File: config.mk
export PLATFORM = sky130hd
export DESIGN_NAME = lsu_stage
export DESIGN_NICKNAME = d
export VERILOG_FILES = /design/src/rtl/lsu_stage.sv
export SDC_FILE = /design/constraint.sdc
export NUM_CORES = 1
export LEC_CHECK = 0
export CORE_UTILIZATION = 43
export DETAILED_ROUTE_END_ITERATION = 16
export HOLD_SLACK_MARGIN = 0.05
export PLACE_DENSITY = 0.93
export SLEW_MARGIN = 20
export SYNTH_ARGS = -nofsm -noshare
export SYNTH_HDL_FRONTEND = slang
export SYNTH_SLANG_ARGS = --single-unit
File: constraint.sdc
create_clock -name clk -period 2.7 [get_ports clk]
set_input_delay 0.675 -clock clk [delete_from_list [all_inputs] [get_ports clk]]
set_output_delay 0.675 -clock clk [all_outputs]
set_load 0.01 [all_outputs]
File: src/rtl/lsu_stage.sv
// Load/store unit between EX/MEM and MEM/WB: request/grant/response bus, lane steering, precise exceptions.
// Optional bus timeout (exception cause 2) is enabled by defining LSU_TIMEOUT_EN.
module lsu_stage #(
  parameter int unsigned ADDR_W         = 32,
  parameter int unsigned TIMEOUT_CYCLES = 64
) (
  input  logic              clk,
  input  logic              rst,
  input  logic              ex_valid,
  output logic              ex_ready,
  input  logic              ex_mem_read,
  input  logic              ex_mem_write,
  input  logic [2:0]        ex_funct3,
  input  logic [ADDR_W-1:0] ex_addr,
  input  logic [31:0]       ex_wdata,
  input  logic [31:0]       ex_alu_result,
  input  logic [4:0]        ex_rd,
  input  logic              ex_reg_write,
  output logic              wb_valid,
  output logic [4:0]        wb_rd,
  output logic              wb_reg_write,
  output logic [31:0]       wb_data,
  output logic              bus_req,
  output logic              bus_we,
  output logic [ADDR_W-1:0] bus_addr,
  output logic [3:0]        bus_be,
  output logic [31:0]       bus_wdata,
  input  logic              bus_gnt,
  input  logic              bus_rvalid,
  input  logic [31:0]       bus_rdata,
  output logic              exc_valid,
  output logic [1:0]        exc_cause
);

  typedef enum logic [1:0] {S_IDLE, S_REQ, S_RESP} state_t;

  state_t      r_state, w_state_nxt;
  logic        r_is_load;
  logic [2:0]  r_funct3;
  logic [1:0]  r_lane;
  logic [4:0]  r_rd;
  logic        r_reg_write;

  logic        w_accept, w_is_mem, w_illegal, w_misal, w_exc, w_timeout;
  logic [1:0]  w_cause;
  logic [3:0]  w_be;
  logic [31:0] w_wdata, w_shift, w_load;

  assign ex_ready = (r_state == S_IDLE);
  assign w_accept = ex_valid && ex_ready;
  assign w_is_mem = ex_mem_read || ex_mem_write;

  always_comb begin
    w_illegal = 1'b0;
    if (ex_mem_read && ex_mem_write) begin
      w_illegal = 1'b1;
    end else if (ex_mem_read) begin
      case (ex_funct3)
        3'b000, 3'b001, 3'b010, 3'b100, 3'b101: w_illegal = 1'b0;
        default:                                w_illegal = 1'b1;
      endcase
    end else if (ex_mem_write) begin
      w_illegal = (ex_funct3 != 3'b000) && (ex_funct3 != 3'b001) && (ex_funct3 != 3'b010);
    end
    w_misal = !w_illegal &&
              (((ex_funct3[1:0] == 2'b01) && ex_addr[0]) ||
               ((ex_funct3[1:0] == 2'b10) && (ex_addr[1:0] != 2'b00)));
    w_exc   = w_is_mem && (w_illegal || w_misal);
    w_cause = w_illegal ? 2'd3 : (ex_mem_read ? 2'd0 : 2'd1);
  end

  always_comb begin
    w_be    = 4'b1111;
    w_wdata = ex_wdata;
    case (ex_funct3[1:0])
      2'b00: begin
        w_be    = 4'b0001 << ex_addr[1:0];
        w_wdata = {4{ex_wdata[7:0]}};
      end
      2'b01: begin
        w_be    = 4'b0011 << ex_addr[1:0];
        w_wdata = {2{ex_wdata[15:0]}};
      end
      default: ;
    endcase
  end

  // Byte lanes shift by the full offset; halfword lanes only by offset bit 1.
  always_comb begin
    w_shift = bus_rdata >> {r_lane, 3'b000};
    w_load  = bus_rdata;
    case (r_funct3)
      3'b000:  w_load = {{24{w_shift[7]}}, w_shift[7:0]};
      3'b100:  w_load = {24'd0, w_shift[7:0]};
      3'b001:  w_load = r_lane[1] ? {{16{bus_rdata[31]}}, bus_rdata[31:16]}
                                  : {{16{bus_rdata[15]}}, bus_rdata[15:0]};
      3'b101:  w_load = r_lane[1] ? {16'd0, bus_rdata[31:16]} : {16'd0, bus_rdata[15:0]};
      default: w_load = bus_rdata;
    endcase
  end

`ifdef LSU_TIMEOUT_EN
  localparam int unsigned CW = (TIMEOUT_CYCLES > 1) ? $clog2(TIMEOUT_CYCLES) : 1;
  localparam logic [CW-1:0] TO_LAST = CW'(TIMEOUT_CYCLES - 1);
  logic [CW-1:0] r_cnt;

  always_ff @(posedge clk) begin
    if (rst || r_state == S_IDLE) r_cnt <= '0;
    else                          r_cnt <= r_cnt + 1'b1;
  end

  assign w_timeout = (r_state != S_IDLE) && (r_cnt == TO_LAST);
`else
  assign w_timeout = 1'b0;
`endif

  always_ff @(posedge clk) begin
    if (rst) r_state <= S_IDLE;
    else     r_state <= w_state_nxt;
  end

  // A grant or response in the final timeout cycle completes normally.
  always_comb begin
    w_state_nxt = r_state;
    case (r_state)
      S_IDLE: if (w_accept && w_is_mem && !w_exc) w_state_nxt = S_REQ;
      S_REQ: begin
        if (bus_gnt)        w_state_nxt = r_is_load ? S_RESP : S_IDLE;
        else if (w_timeout) w_state_nxt = S_IDLE;
      end
      S_RESP: if (bus_rvalid || w_timeout) w_state_nxt = S_IDLE;
      default: w_state_nxt = S_IDLE;
    endcase
  end

  always_ff @(posedge clk) begin
    if (rst) begin
      wb_valid     <= 1'b0;
      wb_rd        <= '0;
      wb_reg_write <= 1'b0;
      wb_data      <= '0;
      exc_valid    <= 1'b0;
      exc_cause    <= '0;
      bus_req      <= 1'b0;
      bus_we       <= 1'b0;
      bus_addr     <= '0;
      bus_be       <= '0;
      bus_wdata    <= '0;
      r_is_load    <= 1'b0;
      r_funct3     <= '0;
      r_lane       <= '0;
      r_rd         <= '0;
      r_reg_write  <= 1'b0;
    end else begin
      wb_valid  <= 1'b0;
      exc_valid <= 1'b0;
      case (r_state)
        S_IDLE: if (w_accept) begin
          if (!w_is_mem) begin
            wb_valid     <= 1'b1;
            wb_data      <= ex_alu_result;
            wb_rd        <= ex_rd;
            wb_reg_write <= ex_reg_write;
          end else if (w_exc) begin
            wb_valid     <= 1'b1;
            exc_valid    <= 1'b1;
            exc_cause    <= w_cause;
            wb_rd        <= ex_rd;
            wb_reg_write <= 1'b0;
          end else begin
            bus_req     <= 1'b1;
            bus_we      <= ex_mem_write;
            bus_addr    <= {ex_addr[ADDR_W-1:2], 2'b00};
            bus_be      <= w_be;
            bus_wdata   <= w_wdata;
            r_is_load   <= ex_mem_read;
            r_funct3    <= ex_funct3;
            r_lane      <= ex_addr[1:0];
            r_rd        <= ex_rd;
            r_reg_write <= ex_reg_write;
          end
        end
        S_REQ: begin
          if (bus_gnt) begin
            bus_req <= 1'b0;
            if (!r_is_load) begin
              wb_valid     <= 1'b1;
              wb_rd        <= r_rd;
              wb_reg_write <= 1'b0;
            end
          end else if (w_timeout) begin
            bus_req      <= 1'b0;
            wb_valid     <= 1'b1;
            exc_valid    <= 1'b1;
            exc_cause    <= 2'd2;
            wb_rd        <= r_rd;
            wb_reg_write <= 1'b0;
          end
        end
        S_RESP: begin
          if (bus_rvalid) begin
            wb_valid     <= 1'b1;
            wb_data      <= w_load;
            wb_rd        <= r_rd;
            wb_reg_write <= r_reg_write;
          end else if (w_timeout) begin
            wb_valid     <= 1'b1;
            exc_valid    <= 1'b1;
            exc_cause    <= 2'd2;
            wb_rd        <= r_rd;
            wb_reg_write <= 1'b0;
          end
        end
        default: ;
      endcase
    end
  end

endmodule

==> flow_summary.yaml, run 1 <==
worst_setup_path:
  r2r_cells: 8
  crit_fanout: 11
  cp_top_family: "buffers and inverters"
  worstPathRequired_ns: 2.03
  crit_buf_inv: 2
  worst-path-stages: 3
  critical_path.slowest_cell: "clkdlybuf4s50_1"
  crit_type: "reg -> out"
  path_cells: "inv_1, ha_1, clkdlybuf4s50_1"
  r2r-end: "bus_wdata[14]$_SDFFE_PP0P_"
  worstPathArrival_ns: 1.89
  crit_path_end_kind: "primary output"
  start_kind: "flop"
  reg2reg_slack_ns: 0.52
  max_stage_delay_ns: 0.65
  reg2reg_from: "r_state[0]$_SDFFE_PP0P_"
run_status:
  outcome: "finished clean"
cells_and_area:
  final_layout_size_suffix_gt1_share_pct: 9.63
  utilization_pct: 69.6
  diodes: 0
  area_growth_pct: 56.2
  nFillCells: 1035
  fin_cells: 1152
  fin_nets: 1111
min_path:
  worstHoldPathCells: 2
  min_to: "bus_addr[8]$_SDFFE_PP0P_"
  hp-start: "bus_addr[8]$_SDFFE_PP0P_"
  hp-class: "reg -> reg"
yosys:
  synth_top_area_share_pct: 41.7
  postSynthCellCount: 725
  synthFlopType: "dfxtp_1"
  synth_edf_count: 0
  yosysWarningCount: 0
  syn_area_mm2: 0.00595
  synth_area_leader_cell: "dfxtp_1"
  syn_avg_cell_area_um2: 8.21
  synth-async-reset-ratio_pct: 0
  ys_types: 55
  synth_seq_cells: 124
  seq_area_frac_synth_pct: 41.7
  netlist_top_cells_area: "dfxtp_1 42%, nand2_1 9.0%, a21oi_1 8.1%"
drt:
  final_antenna_net_count: 0
  wl_per_cell_um: 17.2
  drtIter0Drc: 461
  firstDrtPassIters: 5
  vias: 6313
  viasPerCell: 5.48
  drc_errors: 0
  drt-total-wl_mm: 19.8
clock_network:
  cts_tree: "built"
  post_cts_buffers: 0
  htree_levels: 4
  root_buffer: "clkbuf_16"
  cts_sinks: 124
  clkLatencyLatePin_ns: 0.41
  ctsLongestPathBuffers: 2
  ctsHoldBuffers: 0
  clk_pin_slew_ns: 0.05
  cts_resized: 0
  numCtsBuffers: 17
global_route:
  grt_pass1_wl_mm: 30.9
  globalRouteOverflowTotal: 0
  grt_pass1_vias: 6090
  grt_usage_pct: 27.6
  antenna_found_initial: 0
  grt_max_degree: 76
placed_design:
  pre_cts_slack_ns: 0.00369
  dp_hpwl_mm: 14.3
  dp_cells: 1120
  gp_congestion: 0.898
  io_buffers: 254
floorplan:
  start_util_pct: 44.6
  fp.coreArea_mm2: 0.0133
  die-area_mm2: 0.0143
  row_count: 42
  die-width_um: 120
  die_h_um: 120
  ioPinCount: 257
sta:
  slew_headroom_pct: 57.5
  hold_viol: 0
  setup_viol: 0
  tightest_slew_ns: 0.637
  fin_skew_ns: 0.00707
  min_period_over_period_pct: 95.0
  fmax_ghz: 0.390
  drv_slew: 0
  rsz0062_at_grt: "no"
  finalWorstSetupSlack_ns: 0.135
  fin_tns_setup_ns: 0
  post-route-min-period_ns: 2.56
power:
  vdd_drop_max_mv: 0.433
  leakage_uw: 0.00335
  finalPower_uw: 7750
  p_per_area_mw_per_mm2: 834
run:
  max_cap_viol_count: 0
final cells by class:
class | instances | area, um^2 | share of cell area (%)
flip-flops and latches | 124 | 2480 | 26.7
well taps | 176 | 220 | 2.37
clock buffers | 22 | 474 | 5.10
repair buffers | 279 | 2800 | 30.1
inverters | 27 | 101 | 1.09
multi-input cells | 514 | 3080 | 33.1
clock inverters | 10 | 138 | 1.48
cells in the mapped netlist (2+ instances only):
cell / instances
a211oi_1: 12
o211ai_1: 13
o2111ai_1: 3
a221oi_1: 7
a311oi_1: 18
nor3_1: 4
nand2_1: 143
buf_1: 4
a21oi_1: 96
o221ai_1: 8
o21bai_1: 2
nor2_1: 64
buf_6: 3
o32ai_1: 6
mux2_2: 14
o21ai_0: 20
buf_4: 5
mux2i_1: 23
nor3b_1: 3
a31oi_1: 2
inv_1: 26
ha_1: 4
buf_2: 22
nor2b_1: 15
clkbuf_1: 27
nor2_4: 2
o22ai_1: 3
dfxtp_1: 124
o32ai_2: 10
nor3_2: 2
nand2b_1: 16
worst max-delay path by stage:
stage / start / endpoint
final: r_state[0]$_SDFFE_PP0P_ / ex_ready
after global routing: r_state[0]$_SDFFE_PP0P_ / ex_ready
after CTS: r_state[0]$_SDFFE_PP0P_ / ex_ready
after detailed placement: ex_mem_read / bus_addr[29]$_SDFFE_PP0P_
after global placement: ex_mem_write / bus_wdata[9]$_SDFFE_PP0P_
after floorplan: ex_mem_read / wb_data[10]$_SDFFE_PP0P_
power by group:
group	total, uW	internal (uW)	switching (uW)	leakage (uW)
Clock	2340	1520	820	0.000296
Sequential	2410	2190	214	0.00101
Combinational	3000	1530	1470	0.00204
registers in the layout, indices dropped and copies added (netlist names), 3 cells and up:
signal	count
bus_addr	30
bus_be	4
bus_wdata	32
r_funct3	3
r_rd	5
wb_data	32
wb_rd	5
layer usage:
layer  wire, um  part of all wire [%]  global-route usage, %
met5          0                     0                      0
met2       9820                    50                   47.1
met4        776                   3.9                   14.4
met3       1530                   7.7                   8.08
met1       7680                    39                   31.0
placed cells by master (no fill, tap or decap), types with 4 or more instances in the layout:
master and n:
a211oi_1 12, a21oi_1 96, a221oi_1 7, a311oi_1 18
buf_12 6, buf_4 20, clkbuf_16 17, clkdlybuf4s50_1 253
dfxtp_1 124, inv_1 26, mux2_2 14, mux2i_1 23
nand2_1 143, nand2b_1 16, nor2_1 64, nor2b_1 15
nor3_1 4, o211ai_1 13, o21ai_0 20, o221ai_1 8
o32ai_1 6, o32ai_2 10
worst register-to-register path, stage by stage, from the launching register on:
cell and delay [ns]:
dfxtp_1 0.34, inv_1 0.10, ha_1 0.40, o211a_1 0.27
o211ai_1 0.16, nor2_4 0.20, buf_12 0.27, nor2_1 0.10
a311oi_1 0.26
cell families (layout without fill, tap and decap cells):
kind of cell               after synthesis  after routing  synth area share (%)
and+or+nand+nor                        258            258                  18.9
AOI/OAI and AO/OA                      211            211                  24.9
DFF                                    124            124                  41.7
buffers and inverters                   88            338                  6.70
muxes                                   38             38                  6.75
adders and majority gates                4              4                 0.841
other                                    1              2                0.0630
xor gates and xnor gates                 1              1                 0.147
metrics by stage:
step                area, um^2  hold slack [ns]
finish                    9300            0.452
global route              9300            0.465
CTS                       9300            0.453
detailed placement        8680            0.446
global placement          8680            0.438
floorplan                 5960            0.433
Power figures use the tool's default switching activity.
==> run 2, diff against run 1 <==
SETUP_SLACK_MARGIN = 0.15   (was not set)
TNS_END_PERCENT = 10   (was not set)
clock period = 2.6 ns   (was 2.7 ns; I/O delays follow)
==> run 2 against run 1 <==
Against the previous run:
- sequential share of layout area is 0.10 points lower
- final cell count is 0.26% higher
- die area stayed put
- combinational power is 5% higher
- routed wire length is 0.12% lower
- critical path type unchanged
- critical endpoint unchanged
- largest power group unchanged
==> flow_summary.yaml, run 2 (synthesis results as in run 1) <==
drt:
  m1WireLength_mm: 7.63
  firstDrtPassIters: 5
  route.met3.wl_mm: 1.59
  top_layer: "met4"
  dr_wl_met2_mm: 9.91
  drt-total-wl_mm: 19.8
  vias: 6265
  drc_errors: 0
  wl_per_cell_um: 17.1
  viasPerCell: 5.42
  final_antenna_net_count: 0
  drtIter0Drc: 466
sta:
  hold_viol: 0
  post-route-min-period_ns: 2.37
  min_period_over_period_pct: 91.3
  rsz0062_at_grt: "no"
  setup_viol: 0
  fmax_ghz: 0.421
  slew_headroom_pct: 65.9
  fin_tns_setup_ns: 0
  tightest_slew_ns: 0.510
  drv_slew: 0
  fin_skew_ns: 0.00711
cells_and_area:
  fin_cells: 1155
  fin_nets: 1114
  nFillCells: 1007
  fin_area_mm2: 0.00933
  final_layout_size_suffix_gt1_share_pct: 10.0
  final_cell_mix: "253 x clkdlybuf4s50_1, 143 x nand2_1, 124 x dfxtp_1"
  final_common_cell: "clkdlybuf4s50_1"
  diodes: 0
  area_growth_pct: 56.8
  reg.largest.list: "bus_wdata (32), wb_data (32), bus_addr (30)"
clock_network:
  post_cts_buffers: 0
  cts_resized: 1
  numCtsBuffers: 17
  ctsHoldBuffers: 0
  cts_sinks: 124
  ctsLongestPathBuffers: 2
  cts_tree: "built"
  clkLatencyLatePin_ns: 0.41
  clk_pin_slew_ns: 0.06
  root_buffer: "clkbuf_16"
  htree_levels: 4
power:
  vdd_drop_max_mv: 0.503
  leakage_uw: 0.00337
  p_per_area_mw_per_mm2: 866
run_status:
  outcome: "finished clean"
floorplan:
  row_count: 42
  ioPinCount: 257
  start_util_pct: 44.6
  die-area_mm2: 0.0143
  die_h_um: 120
  die-width_um: 120
  fp.coreArea_mm2: 0.0133
global_route:
  grt_usage_pct: 27.6
  grt_pass1_vias: 6196
  grt_max_degree: 78
  antenna_found_initial: 0
  grt_pass1_wl_mm: 30.9
  globalRouteOverflowTotal: 0
min_path:
  hp-class: "reg -> reg"
  hp-start: "bus_wdata[2]$_SDFFE_PP0P_"
worst_setup_path:
  start_kind: "flop"
  crit_path_end_kind: "primary output"
  reg2reg_slack_ns: 0.53
  startpoint: "r_state[0]$_SDFFE_PP0P_"
  worstPathArrival_ns: 1.72
  reg2reg_from: "r_state[0]$_SDFFE_PP0P_"
  worstPathRequired_ns: 1.95
  crit_type: "reg -> out"
  crit_fanout: 11
placed_design:
  dp_cells: 1123
  placed_cell_area_mm2: 0.00871
  dp_hpwl_mm: 14.4
  gp_congestion: 0.902
  io_buffers: 254
run:
  max_cap_viol_count: 0
run 2: critical path: stages, from the launching register on:
cell,delay (ns)
dfxtp_1,0.34
inv_1,0.14
ha_4,0.23
clkdlybuf4s50_1,0.59
run 2: area by class of cell:
class	instances	area, um^2	share of cell area, %
clock buffers	22	474	5.08
inverters	27	101	1.09
repair buffers	282	2830	30.3
clock inverters	10	139	1.49
well taps	176	220	2.36
multi-input cells	514	3090	33.1
flip-flops and latches	124	2480	26.6
run 2: where the power goes:
group          internal (uW)  total (uW)  switching (uW)
Clock                   1580        2440             858
Sequential              2280        2500             220
Combinational           1610        3140            1530
Total                   5480        8080            2610
run 2: worst paths after layout:
| check | to | cells after the start |
|---|---|---|
| hold / removal | bus_wdata[2]$_SDFFE_PP0P_ | 2 |
| setup / recovery | ex_ready | 3 |
| setup reg to reg | wb_data[29]$_SDFFE_PP0P_ | 7 |
| hold reg to reg | bus_wdata[2]$_SDFFE_PP0P_ | 2 |
run 2: metal layers:
metal / track usage [%] / vias to the layer above
met5: 0 / -
met4: 12.8 / 0
met3: 8.41 / 40
met2: 48.7 / 292
met1: 30.0 / 2927
li1: - / 3006
run 2: stage by stage:
| stage | utilization [%] | power [uW] | setup slack, ns | hold WS, ns |
|---|---|---|---|---|
| 2_1_floorplan | - | 4200 | 0.545 | 0.433 |
| 3_3_place_gp | 65.2 | 5540 | 0.0257 | 0.438 |
| 3_5_place_dp | 65.2 | 5620 | -0.0565 | 0.447 |
| 4_1_cts | 69.8 | 8080 | 0.166 | 0.453 |
| 5_1_grt | 69.9 | 8490 | 0.173 | 0.467 |
| 6_report | 69.9 | 8080 | 0.225 | 0.455 |
